`src/rtl/smg_scan_encode_module.sv`:
```
// 4-digit multiplexed 7-segment scanner and hex encoder, slot-locked to the digit sequencer.
// Optional anti-ghost digit blanking is enabled by defining SMG_GHOST_BLANK_EN.
module smg_scan_encode_module #(
   parameter logic [18:0] T1MS         = 19'd500_000,
   parameter bit          COMMON_ANODE = 1'b1,
   parameter logic [18:0] BLANK_CYC    = 19'd1000
) (
   input  logic       CLK,
   input  logic       RSTn,
   input  logic [3:0] NumberData,
   input  logic [3:0] DpMask,
   output logic [3:0] DigSel,
   output logic [7:0] SegData,
   output logic [1:0] SlotIdx
);

`ifdef SMG_GHOST_BLANK_EN
   localparam bit BLANK_EN = 1'b1;
`else
   localparam bit BLANK_EN = 1'b0;
`endif

   localparam logic [3:0] DIG_OFF = COMMON_ANODE ? 4'hF : 4'h0;
   localparam logic [7:0] SEG_OFF = COMMON_ANODE ? 8'hFF : 8'h00;

   typedef enum logic [1:0] {
      SLOT0 = 2'd0,
      SLOT1 = 2'd1,
      SLOT2 = 2'd2,
      SLOT3 = 2'd3
   } slotState_t;

   slotState_t  slotState, slotNext;
   logic [18:0] c1, c1Next;
   logic        slotEnd;
   logic [3:0]  digActive, digNext;
   logic [7:0]  segActive, segNext;
   logic        blankNow;

   // Active-high one-hot enable; bit3 is the leftmost digit, matching DpMask.
   function automatic logic [3:0] digOneHot(input slotState_t s);
      logic [3:0] r;
      r = 4'b0000;
      case (s)
         SLOT0:   r = 4'b1000;
         SLOT1:   r = 4'b0100;
         SLOT2:   r = 4'b0010;
         SLOT3:   r = 4'b0001;
         default: r = 4'b0000;
      endcase
      return r;
   endfunction

   // Active-high gfedcba hex font.
   function automatic logic [6:0] hexFont(input logic [3:0] n);
      logic [6:0] r;
      r = 7'h00;
      case (n)
         4'h0: r = 7'h3F;
         4'h1: r = 7'h06;
         4'h2: r = 7'h5B;
         4'h3: r = 7'h4F;
         4'h4: r = 7'h66;
         4'h5: r = 7'h6D;
         4'h6: r = 7'h7D;
         4'h7: r = 7'h07;
         4'h8: r = 7'h7F;
         4'h9: r = 7'h6F;
         4'hA: r = 7'h77;
         4'hB: r = 7'h7C;
         4'hC: r = 7'h39;
         4'hD: r = 7'h5E;
         4'hE: r = 7'h79;
         4'hF: r = 7'h71;
         default: r = 7'h00;
      endcase
      return r;
   endfunction

   assign slotEnd = (c1 == T1MS);
   assign c1Next  = slotEnd ? 19'd0 : c1 + 19'd1;

   always_comb begin
      slotNext = slotState;
      if (slotEnd) begin
         case (slotState)
            SLOT0:   slotNext = SLOT1;
            SLOT1:   slotNext = SLOT2;
            SLOT2:   slotNext = SLOT3;
            SLOT3:   slotNext = SLOT0;
            default: slotNext = SLOT0;
         endcase
      end
   end

   // Outputs are computed from next-state values so registered pins line up with the C1/slot registers.
   always_comb begin
      blankNow  = BLANK_EN && (c1Next < BLANK_CYC);
      digActive = blankNow ? 4'b0000 : digOneHot(slotNext);
      digNext   = COMMON_ANODE ? ~digActive : digActive;
      segActive = {|(digOneHot(slotNext) & DpMask), hexFont(NumberData)};
      segNext   = COMMON_ANODE ? ~segActive : segActive;
   end

   always_ff @(posedge CLK or negedge RSTn) begin
      if (!RSTn) begin
         c1        <= 19'd0;
         slotState <= SLOT0;
         DigSel    <= DIG_OFF;
         SegData   <= SEG_OFF;
      end else begin
         c1        <= c1Next;
         slotState <= slotNext;
         DigSel    <= digNext;
         SegData   <= segNext;
      end
   end

   assign SlotIdx = slotState;

endmodule

```
`config.mk`:
```
export PLATFORM = sky130hd
export DESIGN_NAME = smg_scan_encode_module
export DESIGN_NICKNAME = d
export VERILOG_FILES = /design/src/rtl/smg_scan_encode_module.sv
export SDC_FILE = /design/constraint.sdc
export NUM_CORES = 1
export LEC_CHECK = 0
export BUFFER_PORTS_ARGS = -buffer_cell sky130_fd_sc_hd__buf_2
export CAP_MARGIN = 10
export CORE_UTILIZATION = 59
export CTS_BUF_LIST = sky130_fd_sc_hd__clkbuf_4
export DETAILED_ROUTE_END_ITERATION = 6
export PLACE_DENSITY = 0.82
export RECOVER_POWER = 25
export SYNTH_ARGS = -nofsm -noshare
export SYNTH_HDL_FRONTEND = slang
export SYNTH_SLANG_ARGS = --single-unit
```
`constraint.sdc`:
```
create_clock -name CLK -period 2.55 [get_ports CLK]
set_clock_uncertainty 0.2 [all_clocks]
set_input_delay 0.51 -clock CLK [delete_from_list [all_inputs] [get_ports CLK]]
set_output_delay 0.51 -clock CLK [all_outputs]
set_load 0.1 [all_outputs]
```
### Word-level counts from Yosys, hierarchy flattened

Memory sizes are Yosys's and may differ from the RTL's.
Cells that the tools add are included.

| storage, ports and cells | value |
|---|---|
| register bits | 33 |
| bits in read-only memories | 112 |
| output and inout bits | 14 |
| logic and storage cells | 23 |
| memories kept | 1 |

Memories:

| name | words | bits a word | read ports | clocked after memory_dff | write ports | RTL line | source |
|---|---|---|---|---|---|---|---|
| (name not given) | 16 | 7 | 1 | 0 | 0 | 58 | `case (n)` |

| operators by class | value |
|---|---|
| add/subtract/negate cells | 1 |
| equal/unequal tests | 7 |
| multiplexer cells | 4 |
| bitwise gates (word level) | 3 |
| reductions and logical operators | 3 |

Operators with widths:

| cell | count |
|---|---|
| $add 19x1->19 const B | 1 |
| $eq 19x19->1 const B | 1 |
| $mux 19 | 1 |
| $pmux 4 s4 | 1 |
| $eq 2x2->1 const B | 4 |
| $not 8->8 | 1 |
| $pmux 2 s4 | 1 |
| $and 4x4->4 | 1 |
| $eq 2x1->1 const B | 2 |
| $logic_not 2->1 | 2 |
| $not 4->4 | 1 |
| $reduce_or 4->1 | 1 |
| $mux 2 | 1 |

### Depth between registers and ports, before layout

Gate-level depths: netlist of run 1.

| logic depth | value |
|---|---|
| depth after elaboration | 8 |
| gate-level depth with buffers | 8 |

### Worst setup path before layout of run 1

OpenSTA, ideal clock, no wires.

| path | value |
|---|---|
| kind | reg-to-reg |
| start | reg slotState[0] (netlist: SlotIdx[0]) |
| end | reg SegData[7] |
| library setup time | 0.090 ns |
| arrival | 2.190 ns |
| slack | 0.070 ns |
| cell stages (with the launch flop) | 7 |
| clock period less this slack | 2.480 ns |
| path through | dfrtp_1 -> inv_1 -> ha_1 -> or2_2 -> and3_1 -> o311ai_1 -> mux2i_1 |

| on the way | value |
|---|---|
| longest elaborated chain between the ends | 8 |

RTL lines:

| what | RTL line | source |
|---|---|---|
| start, declared | 33 | `slotState_t slotState, slotNext;` |
| start signal, assigned | 113 | `slotState <= slotNext;` |
| $eq 2x2->1 (tied with other cells) | 86 | `case (slotState)` |
| $pmux 2 s4 | 86 |  |
| $mux 2 (*) | 85 | `if (slotEnd) begin` |
| $eq 2x2->1 (tied with other cells) | 44 | `case (s)` |
| $pmux 4 s4 (*) | 44 |  |
| $and 4x4->4 (*) | 101 | `segActive = {\|(digOneHot(slotNext) & DpMask), hexFont(NumberData)};` |
| $reduce_or 4->1 (*) | 101 |  |
| $not 8->8 (*) | 102 | `segNext = COMMON_ANODE ? ~segActive : segActive;` |
| net segNext[7] | 37 | `logic [7:0] segActive, segNext;` |
| end signal, assigned | 115 | `SegData <= segNext;` |
| end, declared | 13 | `output logic [7:0] SegData,` |

Mark *: on every way through the listed nets, which the timed path passes. The rest lies on a longest branch.

### Final worst setup path of run 1

| path | value |
|---|---|
| start | reg c1[14] |
| end | reg DigSel[1] |

| on the way | value |
|---|---|
| longest elaborated chain between the ends | 5 |

RTL lines:

| what | RTL line | source |
|---|---|---|
| start, declared | 34 | `logic [18:0] c1, c1Next;` |
| start signal, assigned | 112 | `c1 <= c1Next;` |
| $eq 19x19->1 (*) | 80 | `assign slotEnd = (c1 == T1MS);` |
| $mux 2 (*) | 85 |  |
| net slotNext[1] | 33 |  |
| $eq 2x2->1 (tied with other cells) | 44 |  |
| $pmux 4 s4 (*) | 44 |  |
| $not 4->4 (*) | 100 | `digNext = COMMON_ANODE ? ~digActive : digActive;` |
| net digNext[1] | 36 | `logic [3:0] digActive, digNext;` |
| end signal, assigned | 114 | `DigSel <= digNext;` |
| end, declared | 12 | `output logic [3:0] DigSel,` |

Marks and branches as above.

==> results.ini, run 1 <==
[timing]
fmax_ghz = 0.483
setup_viol = 0
slew_viol_final = 34
tns_ns = 0
slew_headroom = -0.100
worst_pin_slew_ns = 1.65
hold_viol = 0
period_minus_slack_ns = 2.07
fin_crit_sh = 0.812
rsz0062_at_grt = false

[logic_synthesis]
synthFlopType = dfrtp_1
synth.distinct_cells = 44
synth_nets = 174
syn_area_mm2 = 0.00167
synth_area_leaders = dfrtp_1 31%, dfstp_2 19%, ha_1 6.7%, xnor2_1 5.2%, nor2_1 2.9%
yosys_warnings = 0
synth_top_area_frac = 0.314
ys_ff_latch = 33
syn_inst = 155
synth_edf_count = 0
yosysTopAreaCell = dfrtp_1
synth_common_cells = 21 x dfrtp_1, 13 x nor2_1, 12 x dfstp_2
async_reset_ff_frac = 1.00
yosysMostFrequentCell = dfrtp_1
syn_avg_cell_area_um2 = 10.8
yosysSeqAreaShare = 0.503

[pwr]
powerDensity_mw_per_mm2 = 527
p_leak_nw = 0.851
peakVddDrop_mv = 0.474
totalPowerFinal_mw = 0.985

[grt]
grt_antenna_before_repair = 0
grt_pass1_vias = 1243
grt_pass1_wl_mm = 5.41
track_usage = 0.229
grt_max_degree = 34
overflow = 0

[die]
fp-row-count = 18
num_io_pins = 24
start_util = 0.652
dieArea_mm2 = 0.00305
die_height_um = 55.2
coreArea_mm2 = 0.00257
die_w_um = 55.2

[critical_path]
start_kind = flip-flop
critical-path-max-stage-delay_ns = 0.45
arrival_ns = 2.15
path_cells = nand2b_1 > or4_4 > nor2_2 > a21oi_2 > inv_2 > nand2_1
crit_slowest_cell = or4_4
cp-end-kind = flip-flop
crit_type = flip-flop to flip-flop
cp_max_fo = 11
worst-endpoint-required_ns = 2.63

[clock_tree]
clk_latency_ns = 0.35
ctsResizeCount = 0
cts_sinks = 33
cts_buffers = 5
cts_tree = done
htree_num_levels = 2
postCtsSetupBuffers = 0
cts_hold_buf = 0
cts_buffer_depth = 2
cts.clk_slew.worst_paths_ns = 0.11
cts-root-buf = clkbuf_4

[placement]
placed_area_mm2 = 0.00181
routabilityCongestion = 0.877
portBuffers = 23
dp_hpwl_mm = 2.31

[final_layout]
nets = 202
area_growth_pct = 11.7
num_antenna_cells = 0
drive_gt1_frac = 0.304
design_area_mm2 = 0.00187

[routing]
drt_iter0_drc = 18
drtPass1Iterations = 4
vias = 1221
via_per_inst = 5.71
ant_nets = 0
drc = 0
drt_wl_total_mm = 3.06
post_drt_wl_per_cell_um = 14.3

[run_status]
outcome = complete, but fails checks
violations = max-capacitance violations, max-slew violations

[min_path]
hp-class = input pin to flip-flop

[run]
cap_violations = 1

==> report_power, final <==
part / total [mW] / internal (mW) / leakage (nW) / switching, mW
clock: 0.297 / 0.115 / 0.0354 / 0.182
sequential: 0.544 / 0.541 / 0.405 / 0.00238
combinational: 0.144 / 0.0274 / 0.411 / 0.117
==> critical path, delay by kind of cell, from the launching register on <==
family	cells	cell delay (ns)
AND/OR/NAND/NOR	4	1.09
flip-flops	1	0.44
AO/OA/AOI/OAI	1	0.17
buffers and inverters	1	0.09
==> stage by stage <==
step,cells,utilization,hold WS (ns),setup WS (ns)
2_1_floorplan,155,-,0.0144,0.0697
3_3_place_gp,206,0.707,0.272,0.598
3_5_place_dp,206,0.707,0.274,0.458
4_1_cts,214,0.728,0.0139,0.461
5_1_grt,214,0.728,0.176,0.256
6_report,214,0.728,0.169,0.479
==> placed cells by master, fill, tap and decap left out, types with 3 or more instances in the layout <==
| cell | synthesis | final |
|---|---|---|
| buf_2 | 0 | 22 |
| dfrtp_1 | 21 | 21 |
| nor2_1 | 13 | 13 |
| dfstp_2 | 12 | 12 |
| inv_1 | 11 | 11 |
| nand2_1 | 11 | 11 |
| xnor2_1 | 10 | 10 |
| ha_1 | 9 | 9 |
| nand3_1 | 6 | 6 |
| a21oi_1 | 6 | 6 |
| clkbuf_4 | 0 | 6 |
| nand4_1 | 5 | 5 |
| xor2_1 | 5 | 5 |
| nor2b_1 | 3 | 3 |
| o211ai_1 | 3 | 3 |
==> area by class of cell <==
cell class / instances / area [um2]
Sequential cell: 33 / 841
Multi-Input combinational cell: 107 / 772
Fill cell: 194 / 699
Timing Repair Buffer: 23 / 114
Inverter: 13 / 48.8
Clock buffer: 6 / 45.0
Tap cell: 30 / 37.5
Clock inverter: 2 / 10.0
==> state kept, by name, indices dropped and copies added, names as in the netlist <==
| register | cells |
|---|---|
| DigSel | 4 |
| SegData | 8 |
| SlotIdx | 2 |
| c1 | 19 |
==> layer usage <==
| metal | vias up | GRT usage | wire (um) |
|---|---|---|---|
| met2 | 28 | 0.351 | 1440 |
| met5 | - | 0 | 0 |
| met1 | 590 | 0.291 | 1400 |
| met4 | 0 | 0.146 | 101 |
| met3 | 10 | 0.0539 | 118 |
| li1 | 593 | - | - |
==> worst paths after layout <==
check | startpoint | end | slack [ns] | depth (start not counted)
worst max-delay path | c1[14]$_DFF_PN0_ | DigSel[1]$_DFF_PN1_ | 0.48 | 6
worst min-delay path | NumberData[2] | SegData[5]$_DFF_PN1_ | 0.17 | 2
worst max register to register | c1[14]$_DFF_PN0_ | DigSel[1]$_DFF_PN1_ | 0.48 | 6
worst min register to register | c1[18]$_DFF_PN0_ | c1[18]$_DFF_PN0_ | 0.28 | 1
max in group asynchronous | RSTn | c1[3]$_DFF_PN0_ | 0.82 | 1
min in group asynchronous | RSTn | c1[13]$_DFF_PN0_ | 0.37 | 1
==> cells by family (layout without fill, tap and decap cells) <==
| family | Yosys count | count (layout) | share of synthesized area |
|---|---|---|---|
| and+or+nand+nor | 60 | 60 | 0.209 |
| DFF | 33 | 33 | 0.503 |
| xor gates and xnor gates | 15 | 15 | 0.0785 |
| AOI/OAI and AO/OA | 20 | 20 | 0.0808 |
| adders and majority gates | 9 | 9 | 0.0673 |
| muxes | 3 | 3 | 0.0254 |
| buffers and inverters | 15 | 44 | 0.0359 |
(Power assumes the default switching activity.)
==> run 2: changes to the inputs <==
--- a/config.mk
+++ b/config.mk
@@ -7,10 +7,10 @@
 export LEC_CHECK = 0
 export BUFFER_PORTS_ARGS = -buffer_cell sky130_fd_sc_hd__buf_2
 export CAP_MARGIN = 10
-export CORE_UTILIZATION = 59
+export CORE_UTILIZATION = 53
 export CTS_BUF_LIST = sky130_fd_sc_hd__clkbuf_4
 export DETAILED_ROUTE_END_ITERATION = 6
-export PLACE_DENSITY = 0.82
+export PLACE_DENSITY = 0.78
 export RECOVER_POWER = 25
 export SYNTH_ARGS = -nofsm -noshare
 export SYNTH_HDL_FRONTEND = slang
==> constraint.sdc (replaced) <==
create_clock -name CLK -period 1.75 [get_ports CLK]
set_clock_uncertainty 0.2 [all_clocks]
set_input_delay 0.35 -clock CLK [delete_from_list [all_inputs] [get_ports CLK]]
set_output_delay 0.35 -clock CLK [all_outputs]
set_load 0.1 [all_outputs]
==> run 2 against run 1 <==
The run ends with negative setup slack left. Total power up 54%. Via count up 24%. Final area up 38%. First-iteration DRC count rose to 5.8 times the previous value. Count of clock-buffer cells in the layout up 1. Critical path type unchanged. Sequential cell count unchanged. Wire length up 61%. Final cell count up 25%. Highest routed layer unchanged. Critical path depth unchanged. Sequential power up 48%. Critical endpoint is now c1[17]$_DFF_PN0_.
==> results.ini, run 2 (synthesis gave the netlist of run 1 again) <==
[final_layout]
regMostFlops = c1
nets = 241  ; +19%
final_core_util = 0.850  ; +0.123
num_antenna_cells = 0  ; unchanged
top_regs = c1 x19, SegData x8, DigSel x4
layout_commonest_cell = buf_4
drive_gt1_frac = 0.561  ; +0.256
largest_reg_flops = 19  ; unchanged
mostFrequentLayoutCells = 31 x buf_4, 16 x dfrtp_1, 12 x dfstp_2, 12 x buf_12, 10 x xnor2_1
area_growth_pct = 53.9

[timing]
fmax_ghz = 0.529  ; +9.6%
slew_viol_final = 0  ; -100%
hold_viol = 0  ; unchanged
setup_viol = 17  ; +17
period_minus_slack_ns = 1.89  ; -0.181 ns
worst_pin_slew_ns = 0.806  ; -0.844 ns
whs_ns = 0.0396  ; -0.130 ns
fin_crit_sh = 1.08  ; +0.268
slew_headroom = 0.463  ; +0.563
rsz0062_at_grt = true
layout_setup_ws_ns = -0.140  ; -0.619 ns

[grt]
track_usage = 0.288  ; +0.0593
grt_antenna_before_repair = 0  ; unchanged
grt_pass1_vias = 1490  ; +20%
overflow = 0  ; unchanged
grt_max_degree = 16  ; -53%
grt_pass1_wl_mm = 6.93  ; +28%

[critical_path]
arrival_ns = 1.92  ; -0.23 ns
cp_max_fo = 4  ; -7
endpoint = c1[17]$_DFF_PN0_
cp.depth = 6  ; unchanged
reg2reg_from = c1[11]$_DFF_PN0_
cp-end-kind = flip-flop
critPathBufInv = 1  ; unchanged
critical-path-max-stage-delay_ns = 0.43  ; -0.02 ns
start_kind = flip-flop
worst-endpoint-required_ns = 1.78  ; -0.85 ns
path_delay_family = simple AND/OR/NAND/NOR gates
reg2reg_depth = 6  ; unchanged
crit_slowest_cell = dfrtp_1
rrSetupSlack_ns = -0.14  ; -0.62 ns
crit_type = flip-flop to flip-flop
cp-startpoint = c1[11]$_DFF_PN0_
path_cells = buf_6 > and4_4 > nand4_1 > nor3_1 > xnor2_1 > nor2_2
rr_endpoint = c1[17]$_DFF_PN0_

[placement]
dp_hpwl_mm = 2.90  ; +26%
routabilityCongestion = 0.870  ; -0.74%
portBuffers = 23  ; unchanged

[pwr]
powerDensity_mw_per_mm2 = 590  ; +12%
p_leak_nw = 1.13  ; +33%
peakVddDrop_mv = 0.561  ; +18%

[clock_tree]
cts_tree = done
clk_latency_ns = 0.35  ; about the same
htree_num_levels = 2  ; unchanged
cts_buffers = 5  ; unchanged
cts_buffer_depth = 2  ; unchanged
cts-root-buf = clkbuf_4
cts.clk_slew.worst_paths_ns = 0.12  ; about the same
cts_sinks = 33  ; unchanged

[die]
die_w_um = 58.2  ; +5.3%
num_io_pins = 24  ; unchanged
die_height_um = 58.2  ; +5.3%
dieArea_mm2 = 0.00338  ; +11%
fp-row-count = 20  ; +2
start_util = 0.552  ; -0.0991
coreArea_mm2 = 0.00303  ; +18%

[routing]
drt_iter0_drc = 104  ; +86
post_drt_wl_per_cell_um = 18.4  ; +29%
ant_nets = 0  ; unchanged
vias = 1519  ; +24%
via_per_inst = 5.69  ; -0.29%
drc = 0  ; unchanged
drtPass1Iterations = 4  ; unchanged
drt_wl_total_mm = 4.92  ; +61%

[min_path]
hp-class = input pin to flip-flop

[run_status]
outcome = complete, but fails checks
violations = negative setup slack

[run]
cap_violations = 0  ; -1

-- run 2: worst min-delay path by stage --
| stage | startpoint | to | slack, ns | depth (start not counted) |
|---|---|---|---|---|
| after floorplan | RSTn | c1[0]$_DFF_PN0_ | -0.15 | 0 |
| after global placement | RSTn | c1[8]$_DFF_PN0_ | 0.06 | 1 |
| after detailed placement | RSTn | c1[10]$_DFF_PN0_ | 0.06 | 1 |
| after CTS | NumberData[2] | SegData[5]$_DFF_PN1_ | 0.03 | 2 |
| after global routing | NumberData[2] | SegData[5]$_DFF_PN1_ | 0.04 | 2 |
| final | NumberData[2] | SegData[5]$_DFF_PN1_ | 0.04 | 2 |
-- run 2: cell type report --
class,instances,area [um2]
Clock inverter,1,3.75
Fill cell,148,453
Timing Repair Buffer,62,627
Sequential cell,33,852
Clock buffer,7,52.6
Multi-Input combinational cell,107,928
Inverter,13,56.3
Tap cell,44,55.1
-- run 2: layer usage --
metal | vias to the layer above | routed length (um) | track usage
met1 | 759 | 1820 | 0.290
met2 | 65 | 2680 | 0.519
met4 | 0 | 162 | 0.177
met3 | 22 | 256 | 0.0848
met5 | - | 0 | 0
li1 | 673 | - | -
-- run 2: worst register-to-register path: stages (launching register included) --
cell and delay (ns):
dfrtp_1 0.43, buf_6 0.12, and4_4 0.27, nand4_1 0.20, nor3_1 0.32, xnor2_1 0.18, nor2_2 0.05
-- run 2: repair_timing --
action                                 4_1_cts  5_1_grt
hold buffers                                 1        0
setup endpoints to repair                   19       19
resized for setup                           22       24
cloned                                       0        0
setup buffers                                4        3
endpoints found under the hold margin       14        0
pin swaps                                    6        4
-- run 2: report_power, final --
group	internal, mW	total [mW]	switching, mW
clock	0.185	0.448	0.262
combinational	0.0932	0.267	0.174
sequential	0.790	0.805	0.0144
-- run 2: stage by stage --
step                setup TNS, ns  area (um2)  total power [mW]  cells  worst slack (ns)
floorplan                  -0.446        1710             0.968    155            -0.157
global placement           -0.454        2280              1.08    251           -0.0560
global route                -2.77        2570              1.57    267            -0.193
detailed placement          -1.80        2280              1.08    251            -0.141
CTS                        -0.453        2470              1.51    264           -0.0709
finish                      -1.33        2570              1.52    267            -0.140
==> run 3: changes to the inputs <==
--- a/config.mk
+++ b/config.mk
@@ -15,3 +15,4 @@
 export SYNTH_ARGS = -nofsm -noshare
 export SYNTH_HDL_FRONTEND = slang
 export SYNTH_SLANG_ARGS = --single-unit
+export TNS_END_PERCENT = 5
==> run 3 against run 2 <==
Register-to-register slack got worse by 0.06 ns. The run still ends with negative setup slack left. Non-clock buffer count decreased by 1. Largest power group unchanged. Worst setup slack worse by 0.056 ns.
==> results.ini, run 3 (synthesis gave the netlist of run 1 again) <==
[critical_path]
crit_slowest_cell = dfrtp_1
crit_type = flip-flop to flip-flop
arrival_ns = 2.02  ; +0.10 ns
cp_max_fo = 4  ; unchanged
path_cells = inv_1 > ha_1 > nor4bb_4 > and3_4 > a21oi_4 > nor2_1 > inv_2 > nand2_1
reg2reg_depth = 8  ; +2
path_delay_family = simple AND/OR/NAND/NOR gates
rrSetupSlack_ns = -0.20  ; -0.06 ns
worst-endpoint-required_ns = 1.83  ; +0.05 ns
start_kind = flip-flop
reg2reg_from = c1[1]$_DFF_PN0_
critical-path-max-stage-delay_ns = 0.39  ; -0.04 ns
critPathBufInv = 2  ; +1
rr_endpoint = DigSel[0]$_DFF_PN1_
cp-end-kind = flip-flop

[final_layout]
nets = 240  ; -0.41%
fill_cells = 147  ; -0.68%
design_area_mm2 = 0.00253  ; -1.6%
layout_commonest_cell = buf_4
regMostFlops = c1
num_antenna_cells = 0  ; unchanged
area_growth_pct = 51.5
drive_gt1_frac = 0.514  ; -0.0470
finalNonFillerCells = 266  ; -0.37%
top_regs = c1 x19, SegData x8, DigSel x4
largest_reg_flops = 19  ; unchanged
mostFrequentLayoutCells = 34 x buf_4, 17 x dfrtp_1, 12 x dfstp_2, 12 x nor2_1, 12 x buf_12

[clock_tree]
cts_tree = done
cts-root-buf = clkbuf_4
cts.clk_slew.worst_paths_ns = 0.10  ; -0.02 ns
cts_buffers = 5  ; unchanged
clk_latency_ns = 0.34  ; about the same
htree_num_levels = 2  ; unchanged
cts_buffer_depth = 2  ; unchanged
cts_sinks = 33  ; unchanged

[grt]
grt_pass1_wl_mm = 6.62  ; -4.5%
grt_max_degree = 34  ; +18
overflow = 0  ; unchanged
grt_antenna_before_repair = 0  ; unchanged
grt_pass1_vias = 1426  ; -4.3%
track_usage = 0.267  ; -0.0209

[routing]
drt_wl_total_mm = 4.42  ; -10%
m1WireLength_mm = 1.69  ; -6.8%
top_layer = met4
ant_nets = 0  ; unchanged
drt_iter0_drc = 71  ; -32%
drtPass1Iterations = 5  ; +1
drc = 0  ; unchanged
dr_wl_met2_mm = 2.37  ; -11%
via_per_inst = 5.48  ; -3.6%
post_drt_wl_per_cell_um = 16.6  ; -9.8%
routed-wl-met3_um = 238  ; -7.0%
vias = 1459  ; -3.9%

[die]
coreArea_mm2 = 0.00303  ; unchanged
die_w_um = 58.2  ; unchanged
fp-row-count = 20  ; unchanged
start_util = 0.552  ; unchanged
dieArea_mm2 = 0.00338  ; unchanged
die_height_um = 58.2  ; unchanged
num_io_pins = 24  ; unchanged

[run_status]
outcome = complete, but fails checks
violations = negative setup slack

[timing]
slew_viol_final = 0  ; unchanged
fin_crit_sh = 1.11  ; +0.0321
layout_setup_ws_ns = -0.196  ; -0.0562 ns
fmax_ghz = 0.514  ; -2.9%
period_minus_slack_ns = 1.95  ; +0.0562 ns
slew_headroom = 0.464  ; +0.00114
worst_pin_slew_ns = 0.804  ; -0.00171 ns
whs_ns = 0.0328  ; -0.00679 ns
hold_viol = 0  ; unchanged
setup_viol = 17  ; unchanged
rsz0062_at_grt = true

[min_path]
worstHoldPathCells = 2  ; unchanged
worstHoldStart = NumberData[2]
whs_endpoint = SegData[5]$_DFF_PN1_
hp-class = input pin to flip-flop

[placement]
dp_hpwl_mm = 2.76  ; -4.8%
dp.cells = 249  ; -0.80%
place_ws_ns = -0.167  ; -0.0267 ns
placed_area_mm2 = 0.00226  ; -0.88%
routabilityCongestion = 0.915  ; +5.1%
portBuffers = 23  ; unchanged

[run]
cap_violations = 0  ; unchanged

[pwr]
powerDensity_mw_per_mm2 = 578  ; -2.0%
p_leak_nw = 1.11  ; -1.3%
peakVddDrop_mv = 0.544  ; -3.0%

run 3: power breakdown:
part           switching [mW]  internal (mW)  leakage, nW
Clock                   0.254          0.145       0.0300
Sequential             0.0129          0.790        0.397
Combinational           0.172         0.0919        0.686
Total                   0.439           1.03         1.11
run 3: worst register-to-register path: cells and delay by family, from the launching register on:
kind,cells,cell delay [ns]
and+or+nand+nor,4,0.91
DFF,1,0.39
buffers and inverters,2,0.15
adders and majority gates,1,0.14
AOI/OAI and AO/OA,1,0.08
run 3: worst max-delay path by stage:
stage / from / endpoint / slack (ns) / cells past startpoint
floorplan: SlotIdx[0]$_DFF_PN0_ / SegData[7]$_DFF_PN1_ / -0.16 / 6
global placement: c1[10]$_DFF_PN0_ / SlotIdx[1]$_DFF_PN0_ / -0.05 / 6
detailed placement: c1[11]$_DFF_PN0_ / SegData[7]$_DFF_PN1_ / -0.17 / 5
CTS: c1[0]$_DFF_PN0_ / SegData[7]$_DFF_PN1_ / -0.08 / 7
global route: c1[0]$_DFF_PN0_ / DigSel[0]$_DFF_PN1_ / -0.32 / 8
finish: c1[1]$_DFF_PN0_ / DigSel[0]$_DFF_PN1_ / -0.20 / 8
run 3: timing repair:
item / CTS / global route
buffers inserted: 6 / 2
hold endpoints to repair: 21 / 0
pin swaps: 3 / 3
setup endpoints to repair: 19 / 20
gates resized for setup: 13 / 19
hold buffers: 1 / 0
run 3: through the flow:
stage | utilization | power [mW] | TNS [ns]
after floorplan | - | 0.968 | -0.472
after global placement | 0.748 | 1.07 | -0.519
after detailed placement | 0.748 | 1.08 | -1.88
after CTS | 0.803 | 1.47 | -0.656
after global routing | 0.837 | 1.52 | -3.56
final | 0.837 | 1.47 | -1.78
run 3: final cells by class:
class                           count  area (um2)  area share
Clock buffer                        5        37.5      0.0148
Clock inverter                      3        12.5     0.00494
Inverter                           13        53.8      0.0212
Multi-Input combinational cell    107         925       0.365
Sequential cell                    33         851       0.336
Tap cell                           44        55.1      0.0217
Timing Repair Buffer               61         599       0.237
run 3: per-layer routing:
metal	vias to the layer above	track usage
met5	-	0
met4	0	0.133
met3	19	0.0692
met2	59	0.463
met1	703	0.305
li1	678	-
